<file path="src/rtl/mem_resp_pkg.sv">
// Shared types for the memory responder: FSM state encoding, wait-counter
// width and the latched request record.
package mem_resp_pkg;

    typedef enum logic [1:0] {
        MR_IDLE = 2'd0,
        MR_WAIT = 2'd1,
        MR_RESP = 2'd2
    } mr_state_t;

    localparam int MR_CNT_W = 4;

    // The address field is sized for the widest RAM we expect to hang off
    // this block; the top slices it down to its own ADDR_W.
    localparam int MR_ADDR_FIELD_W = 16;

    typedef struct packed {
        logic                       we;
        logic [MR_ADDR_FIELD_W-1:0] addr;
        logic [31:0]                wdata;
        logic [3:0]                 rt;
        logic [6:0]                 pc;
    } mem_req_t;

endpackage

</file>
<file path="src/rtl/memory_resp_unit_data_ram.sv">
// Word-addressed 32-bit data RAM. A single access strobe qualifies both the
// write and the registered read; a read on a write edge returns the old word.
module data_ram #(
    parameter int ADDR_W = 7
) (
    input  logic              clk,
    input  logic              rst,
    input  logic              access,
    input  logic              we,
    input  logic [ADDR_W-1:0] addr,
    input  logic [31:0]       wdata,
    output logic [31:0]       rdata
);

    logic [31:0] mem [2**ADDR_W];

    // Storage array: written on a store access, never reset.
    always_ff @(posedge clk) begin
        if (access && we) begin
            mem[addr] <= wdata;
        end
    end

    // Read register: captures the pre-write word on every access.
    always_ff @(posedge clk or posedge rst) begin
        if (rst) begin
            rdata <= '0;
        end else if (access) begin
            rdata <= mem[addr];
        end
    end

endmodule

</file>
<file path="src/rtl/memory_resp_unit.sv">
// Memory-side responder: accepts one load/store, holds it for WAIT_CYCLES,
// performs the RAM access on entry to RESP and presents the response until
// the memory-wait stage takes it.
//
//   state   | meaning
//   --------+---------------------------------------------------------
//   MR_IDLE | no request held, ready to accept
//   MR_WAIT | request latched, counting down the access latency
//   MR_RESP | access done, response presented on rd_* with status_rdy
import mem_resp_pkg::*;

module memory_resp_unit #(
    parameter int ADDR_W      = 7,
    parameter int WAIT_CYCLES = 2
) (
    input  logic              clk,
    input  logic              rst,
    input  logic              req_valid,
    output logic              req_ready,
    input  logic              req_we,
    input  logic [ADDR_W-1:0] req_addr,
    input  logic [31:0]       req_wdata,
    input  logic [3:0]        req_rt,
    input  logic [6:0]        req_pc,
    input  logic              flush,
    output logic              status_rdy,
    input  logic              resp_ready,
    output logic [31:0]       rd_data,
    output logic [3:0]        rd_rt,
    output logic [6:0]        rd_pc,
    output logic              rd_we
);

    localparam bit ZERO_WAIT = (WAIT_CYCLES == 0);
    localparam logic [MR_CNT_W-1:0] CNT_INIT =
        ZERO_WAIT ? '0 : MR_CNT_W'(WAIT_CYCLES - 1);

    mr_state_t             state;
    logic [MR_CNT_W-1:0]   cnt;
    mem_req_t              req_q;
    mem_req_t              req_in;
    mem_req_t              req_sel;
    logic                  accept;
    logic                  wait_done;
    logic                  enter_resp;
    logic [31:0]           ram_rdata;

    // Incoming request packed into the shared record.
    always_comb begin
        req_in       = '0;
        req_in.we    = req_we;
        req_in.addr  = MR_ADDR_FIELD_W'(req_addr);
        req_in.wdata = req_wdata;
        req_in.rt    = req_rt;
        req_in.pc    = req_pc;
    end

    // Handshake and RESP-entry decode; flush masks both.
    always_comb begin
        req_ready  = !flush &&
                     ((state == MR_IDLE) || ((state == MR_RESP) && resp_ready));
        accept     = req_valid && req_ready;
        wait_done  = (state == MR_WAIT) && (cnt == '0) && !flush;
        enter_resp = wait_done || (accept && ZERO_WAIT);
        // With zero latency the request goes to the RAM on its accept edge,
        // so it bypasses the latch.
        req_sel    = (accept && ZERO_WAIT) ? req_in : req_q;
    end

    // FSM, latency counter and request latch.
    always_ff @(posedge clk or posedge rst) begin
        if (rst) begin
            state <= MR_IDLE;
            cnt   <= '0;
            req_q <= '0;
        end else if (flush) begin
            state <= MR_IDLE;
            cnt   <= '0;
        end else if (accept) begin
            req_q <= req_in;
            cnt   <= CNT_INIT;
            state <= ZERO_WAIT ? MR_RESP : MR_WAIT;
        end else begin
            case (state)
                MR_WAIT: begin
                    if (cnt == '0) begin
                        state <= MR_RESP;
                    end else begin
                        cnt <= cnt - 1'b1;
                    end
                end
                MR_RESP: begin
                    if (resp_ready) begin
                        state <= MR_IDLE;
                    end
                end
                MR_IDLE: state <= MR_IDLE;
                default: state <= MR_IDLE;
            endcase
        end
    end

    // Response sideband captured on the same edge as the RAM access.
    always_ff @(posedge clk or posedge rst) begin
        if (rst) begin
            rd_rt <= '0;
            rd_pc <= '0;
            rd_we <= 1'b0;
        end else if (enter_resp) begin
            rd_rt <= req_sel.rt;
            rd_pc <= req_sel.pc;
            rd_we <= req_sel.we;
        end
    end

    data_ram #(
        .ADDR_W(ADDR_W)
    ) u_ram (
        .clk    (clk),
        .rst    (rst),
        .access (enter_resp),
        .we     (req_sel.we),
        .addr   (req_sel.addr[ADDR_W-1:0]),
        .wdata  (req_sel.wdata),
        .rdata  (ram_rdata)
    );

    // Stores report zero data; the read register still sampled the old word.
    always_comb begin
        status_rdy = (state == MR_RESP);
        rd_data    = rd_we ? 32'd0 : ram_rdata;
    end

endmodule
</file>
<file path="config.mk">
export PLATFORM = sky130hd
export DESIGN_NAME = memory_resp_unit
export DESIGN_NICKNAME = d
export VERILOG_FILES = /design/src/rtl/mem_resp_pkg.sv /design/src/rtl/memory_resp_unit_data_ram.sv /design/src/rtl/memory_resp_unit.sv
export SDC_FILE = /design/constraint.sdc
export NUM_CORES = 2
export LEC_CHECK = 0
export CELL_PAD_IN_SITES_DETAIL_PLACEMENT = 0
export CELL_PAD_IN_SITES_GLOBAL_PLACEMENT = 2
export CORE_MARGIN = 3
export CORE_UTILIZATION = 52
export CTS_BUF_LIST = sky130_fd_sc_hd__clkbuf_8
export DETAILED_ROUTE_END_ITERATION = 6
export HOLD_SLACK_MARGIN = 0.03
export PLACE_DENSITY = 0.93
export SLEW_MARGIN = 0
export SYNTH_ARGS = -nofsm -noshare
export SYNTH_HDL_FRONTEND = slang
export SYNTH_SLANG_ARGS = --single-unit
</file>
<file path="constraint.sdc">
create_clock -name clk -period 4.1 [get_ports clk]
set_input_delay 0.41 -clock clk [delete_from_list [all_inputs] [get_ports clk]]
set_output_delay 0.41 -clock clk [all_outputs]
set_load 0.02 [all_outputs]
</file>
-- After elaboration in Yosys (flattened, before gate mapping)
Memories as Yosys holds them, arrays and structs flattened. A register that Yosys moved wholly into a read port is not among the register bits.
Cells that the tools add are included.
Widths: inputs -> output; s select.
- reductions and logical operators: 14
- bitwise logic cells: 1
- add/subtract/negate cells: 1
- multiplexer cells: 12
- eq/ne operators: 5
- operators with widths (operator ; number):
    $mux 32 ; 1
    $mux 4 ; 4
    $mux 2 ; 4
    $logic_and 1x1->1 ; 6
    $reduce_and 2->1 ; 3
    $logic_not 4->1 ; 1
    $ne 4x2->1 const B ; 1
    $ne 4x3->1 const B ; 1
    $pmux 2 s2 ; 1
    $sub 4x1->4 const B ; 1
    $ne 3x3->1 const B ; 1
    $reduce_bool 3->1 ; 1
    $eq 2x1->1 const B ; 1
    $eq 2x2->1 const B ; 1
    $logic_not 2->1 ; 1
    $mux 1 ; 2
    $logic_not 1->1 ; 1
    $logic_or 1x1->1 ; 1
    $not 1->1 ; 1
- word-level logic and storage cells: 44
- bits in registers: 69
- input bits: 56
- memory bits (writable): 4096
- output and inout port bits: 46
- memories: 1
- memories (memory ; words ; width ; rd ports ; clocked after Yosys merged registers in ; write ports ; RTL line ; text):
    u_ram.mem ; 128 ; 32 ; 1 ; 1 ; 1 ; memory_resp_unit_data_ram.sv:15 ; logic [31:0] mem [2**ADDR_W];

-- Logic depth before layout (Yosys ltp)
- depth in word-level cells: 7
- gate-level depth with buffers: 13
- depth with buffers taken out: 8

-- By module
A second synthesis with hierarchy kept.
- cell total of the unflattened synthesis: 8888
- area, all modules: 161785.2 µm²
- by module, submodules not included (module ; cells an instance ; area each (µm²) ; times used):
    data_ram ; 8676 ; 158811.1 ; 1
    memory_resp_unit ; 212 ; 2974.1 ; 1

-- Worst setup path after synthesis
Ideal clock, no wire load.
- kind: register -> register
- start point: reg req_q[45] (netlist bit)
- end point: mem u_ram.mem[73][0], enable pin
- path slack: 0.325 ns
- clock period less this slack: 3.775 ns
- data arrival time: 3.353 ns
- required time: 3.679 ns
- cell stages (with the launch flop): 9
- path through: dfrtp_1 -> buf_6 -> nor2_2 -> buf_2 -> buf_2 -> buf_1 -> nand4_1 -> buf_2 -> nor2_1
- RTL lines (item ; RTL line ; text):
    start, declared ; memory_resp_unit.sv:40 ; mem_req_t req_q;
    start signal, assigned ; memory_resp_unit.sv:80 ; req_q <= req_in;
    end, declared ; memory_resp_unit_data_ram.sv:15 ;
Straight into the memory's write port.

==> metrics <==
status finished, violations left; failing checks design-rule violations, max-capacitance violations, max-slew violations, negative setup slack; worst-margin pin slew 1.50 ns; DRC Markers 1; gp weighted congestion 0.929; Fin. Hold Viols 0; Worst Hold Launch req_addr[1]; Setup TNS -0.189 ns; stages on the worst setup path 10; via/cell ratio 6.90; PortBufs 101; Yosys cell types 85; number of clock sinks 4197; maxcap violations 1; source of the worst register-to-register timing path req_q[44]; worst-path maximum fanout 31; EDFF count, synth 4096; post-DR wirelength/cell 37.4 microns; Synth Instances 8404; most used cell, CP buf_4; CP Class flip-flop to flip-flop; dpl hpwl 301 mm; FF-to-FF path depth 10; CP Data Arrival Time 5.18 ns; Setup Viol. Count Final 4; via count 95900; crit path from req_q[44]; Initial Utilization 52.4%; Max Root-Sink Buffers 4; Final #Nets 9344; final wirelength 521 mm; CP delay by family, top simple AND/OR/NAND/NOR gates; antenna violations before repair 36; Slowest Stage Delay on Critical Path 1.00 ns; Seq/Total Area, Yosys 78.0%; Clk Latency, worst-skew pair 1.11 ns; Num CTS Buffers 637; vias in the first global route 93400; fin crit share 103%; pwr dens 570 nW/um^2; Worst Setup End Kind flip-flop; initial drt markers 18000; CTS clk-pin slew, worst paths 0.06 ns; pins over their slew limit 1; R2R setup slack -0.12 ns; boundary pin count 102; first-pass GRT wire length 717 mm; utilization after layout 60.1%; filler cell count 21300; FMAX 237 MHz; die outline width 562 microns; Hold WS 0.0971 ns; GRT Overall Usage 32.4%; CP required 5.06 ns; H-Tree Depth 6; CTS Root Cell clkbuf_8; Slowest cell on crit path nor4_1; Setup Buffers After CTS 0; Hold WC Path Type input pin to flip-flop; share of async-settable or async-resettable flops after synthesis 2.41%; post-route design area 185000 sq um; most frequent cells in the layout edfxtp_1 (4096), clkbuf_8 (658), nand2_1 (469); #FFs+latches synth 4197; worst-path cell chain nor2b_4 > buf_4 > buf_12 > a221oi_1 > nor2_1 > o21ai_0 > nor4_1 > a2111oi_2 > buf_4 > a31oi_1; min Tclk post-route 4.22 ns; synthesis-to-finish area growth 14.7%; Slew HR -0.740%; CTS tree yes; maximum vdd drop 390 uV; YS warnings 0; Syn Area/Cell 19.1 sq um; share of layout cells above drive strength 1 22.8%; synthesized cell area 161000 sq um; Clock Skew 0.0739 ns; commonest non-fill, non-tap cell in the layout edfxtp_1; CP bufs+invs 3; prevailing post-synth register cell edfxtp_1; static leakage 59.4 nW; largest net degree at the start of global routing 130; Die Y 562 microns; ANT nets after route 0; Worst Setup Start Kind flip-flop; Net Count, Synth 8462; total power 105 mW; final setup margin -0.119 ns; Hold Path Depth 3; RSZ-0062 raised after global routing false; total core area 307000 sq um; row count 203; drt pass-1 iters 7; Congestion Overflow GR 0; Die Area 316000 sq um; placed cell area 173000 sq um
[registers in the layout, summed over array words and instances (netlist names)]
register     flops
u_ram.mem     4096
u_ram.rdata     32
rd_we            1
rd_pc            7
cnt              4
state            2
req_q           51
rd_rt            4
[kinds of logic after synthesis]
family | Yosys count | share of synthesized area (%)
xor+xnor | 3 | 0.0163
fa+ha+maj | 2 | 0.0156
flops | 4197 | 78.0
compound gates | 1673 | 7.70
mux | 969 | 9.50
buf+inv | 577 | 2.11
simple gates | 983 | 2.60
[cells in the mapped netlist (57+ instances only)]
| master | number | area share (%) |
|---|---|---|
| a21oi_1 | 222 | 0.69 |
| a221o_1 | 82 | 0.51 |
| a221oi_1 | 385 | 2.1 |
| a22o_1 | 69 | 0.38 |
| a22oi_1 | 160 | 0.75 |
| buf_2 | 208 | 0.65 |
| buf_4 | 101 | 0.47 |
| buf_6 | 57 | 0.40 |
| clkbuf_1 | 155 | 0.36 |
| dfrtp_1 | 101 | 1.6 |
| edfxtp_1 | 4096 | 76 |
| mux2_2 | 142 | 0.99 |
| mux2i_1 | 389 | 2.4 |
| mux4_2 | 429 | 6.0 |
| nand2_1 | 474 | 1.1 |
| nor2_1 | 299 | 0.70 |
| o21ai_0 | 254 | 0.79 |
| o221ai_1 | 80 | 0.44 |
| o22ai_1 | 61 | 0.24 |
[area by class of cell]
cell class	instances	area, sq um	area share (%)
sequential	4197	126000	68.1
multi-input combinational	3630	33100	17.9
timing repair buffer	812	9130	4.95
clock buffer	658	9060	4.91
tap	4100	5130	2.78
clock inverter	475	2370	1.28
antenna	27	67.6	0.0366
inverter	8	50.0	0.0271
[where the power goes]
part           switching, mW  internal [mW]  total (mW)
sequential              2.34           49.8        52.1
combinational           14.2           7.12        21.3
clock                   16.0           15.7        31.7
[final timing paths]
path,to
setup / recovery,u_ram.rdata[27]
hold / removal,req_q[44]
setup reg to reg,u_ram.rdata[27]
hold reg to reg,rd_pc[1]
max in group asynchronous,u_ram.rdata[6]
min in group asynchronous,req_q[29]
[stage by stage]
stage,worst slack [ns],std cells
2_1_floorplan,0.325,8404
3_3_place_gp,-0.113,12700
3_5_place_dp,-0.114,12700
4_1_cts,0.0416,13900
5_1_grt,0.00110,13900
6_report,-0.119,13900
[repair_timing]
item | CTS | global route
cloned | 0 | 0
gates resized for setup | 2 | 1
hold buffers | 48 | 0
setup endpoints to repair | 2 | 1
hold endpoints to repair | 109 | 0
[worst reg2reg max path, cell delays in order, from the launching register on]
cell       delay [ns]
dfrtp_4          0.92
nor2b_4          0.59
buf_4            0.36
buf_12           0.34
a221oi_1         0.15
nor2_1           0.12
o21ai_0          0.17
nor4_1           1.00
a2111oi_2        0.11
buf_4            0.19
a31oi_1          0.16
[layer usage]
layer | up-vias | global-route usage [%] | wire length, microns
met3 | 1792 | 11.6 | 83400
met5 | - | 0 | 189
met2 | 9138 | 47.8 | 230000
met1 | 48200 | 41.7 | 170000
li1 | 36800 | - | -
met4 | 26 | 18.7 | 36800
Power figures use the tool's default switching activity.
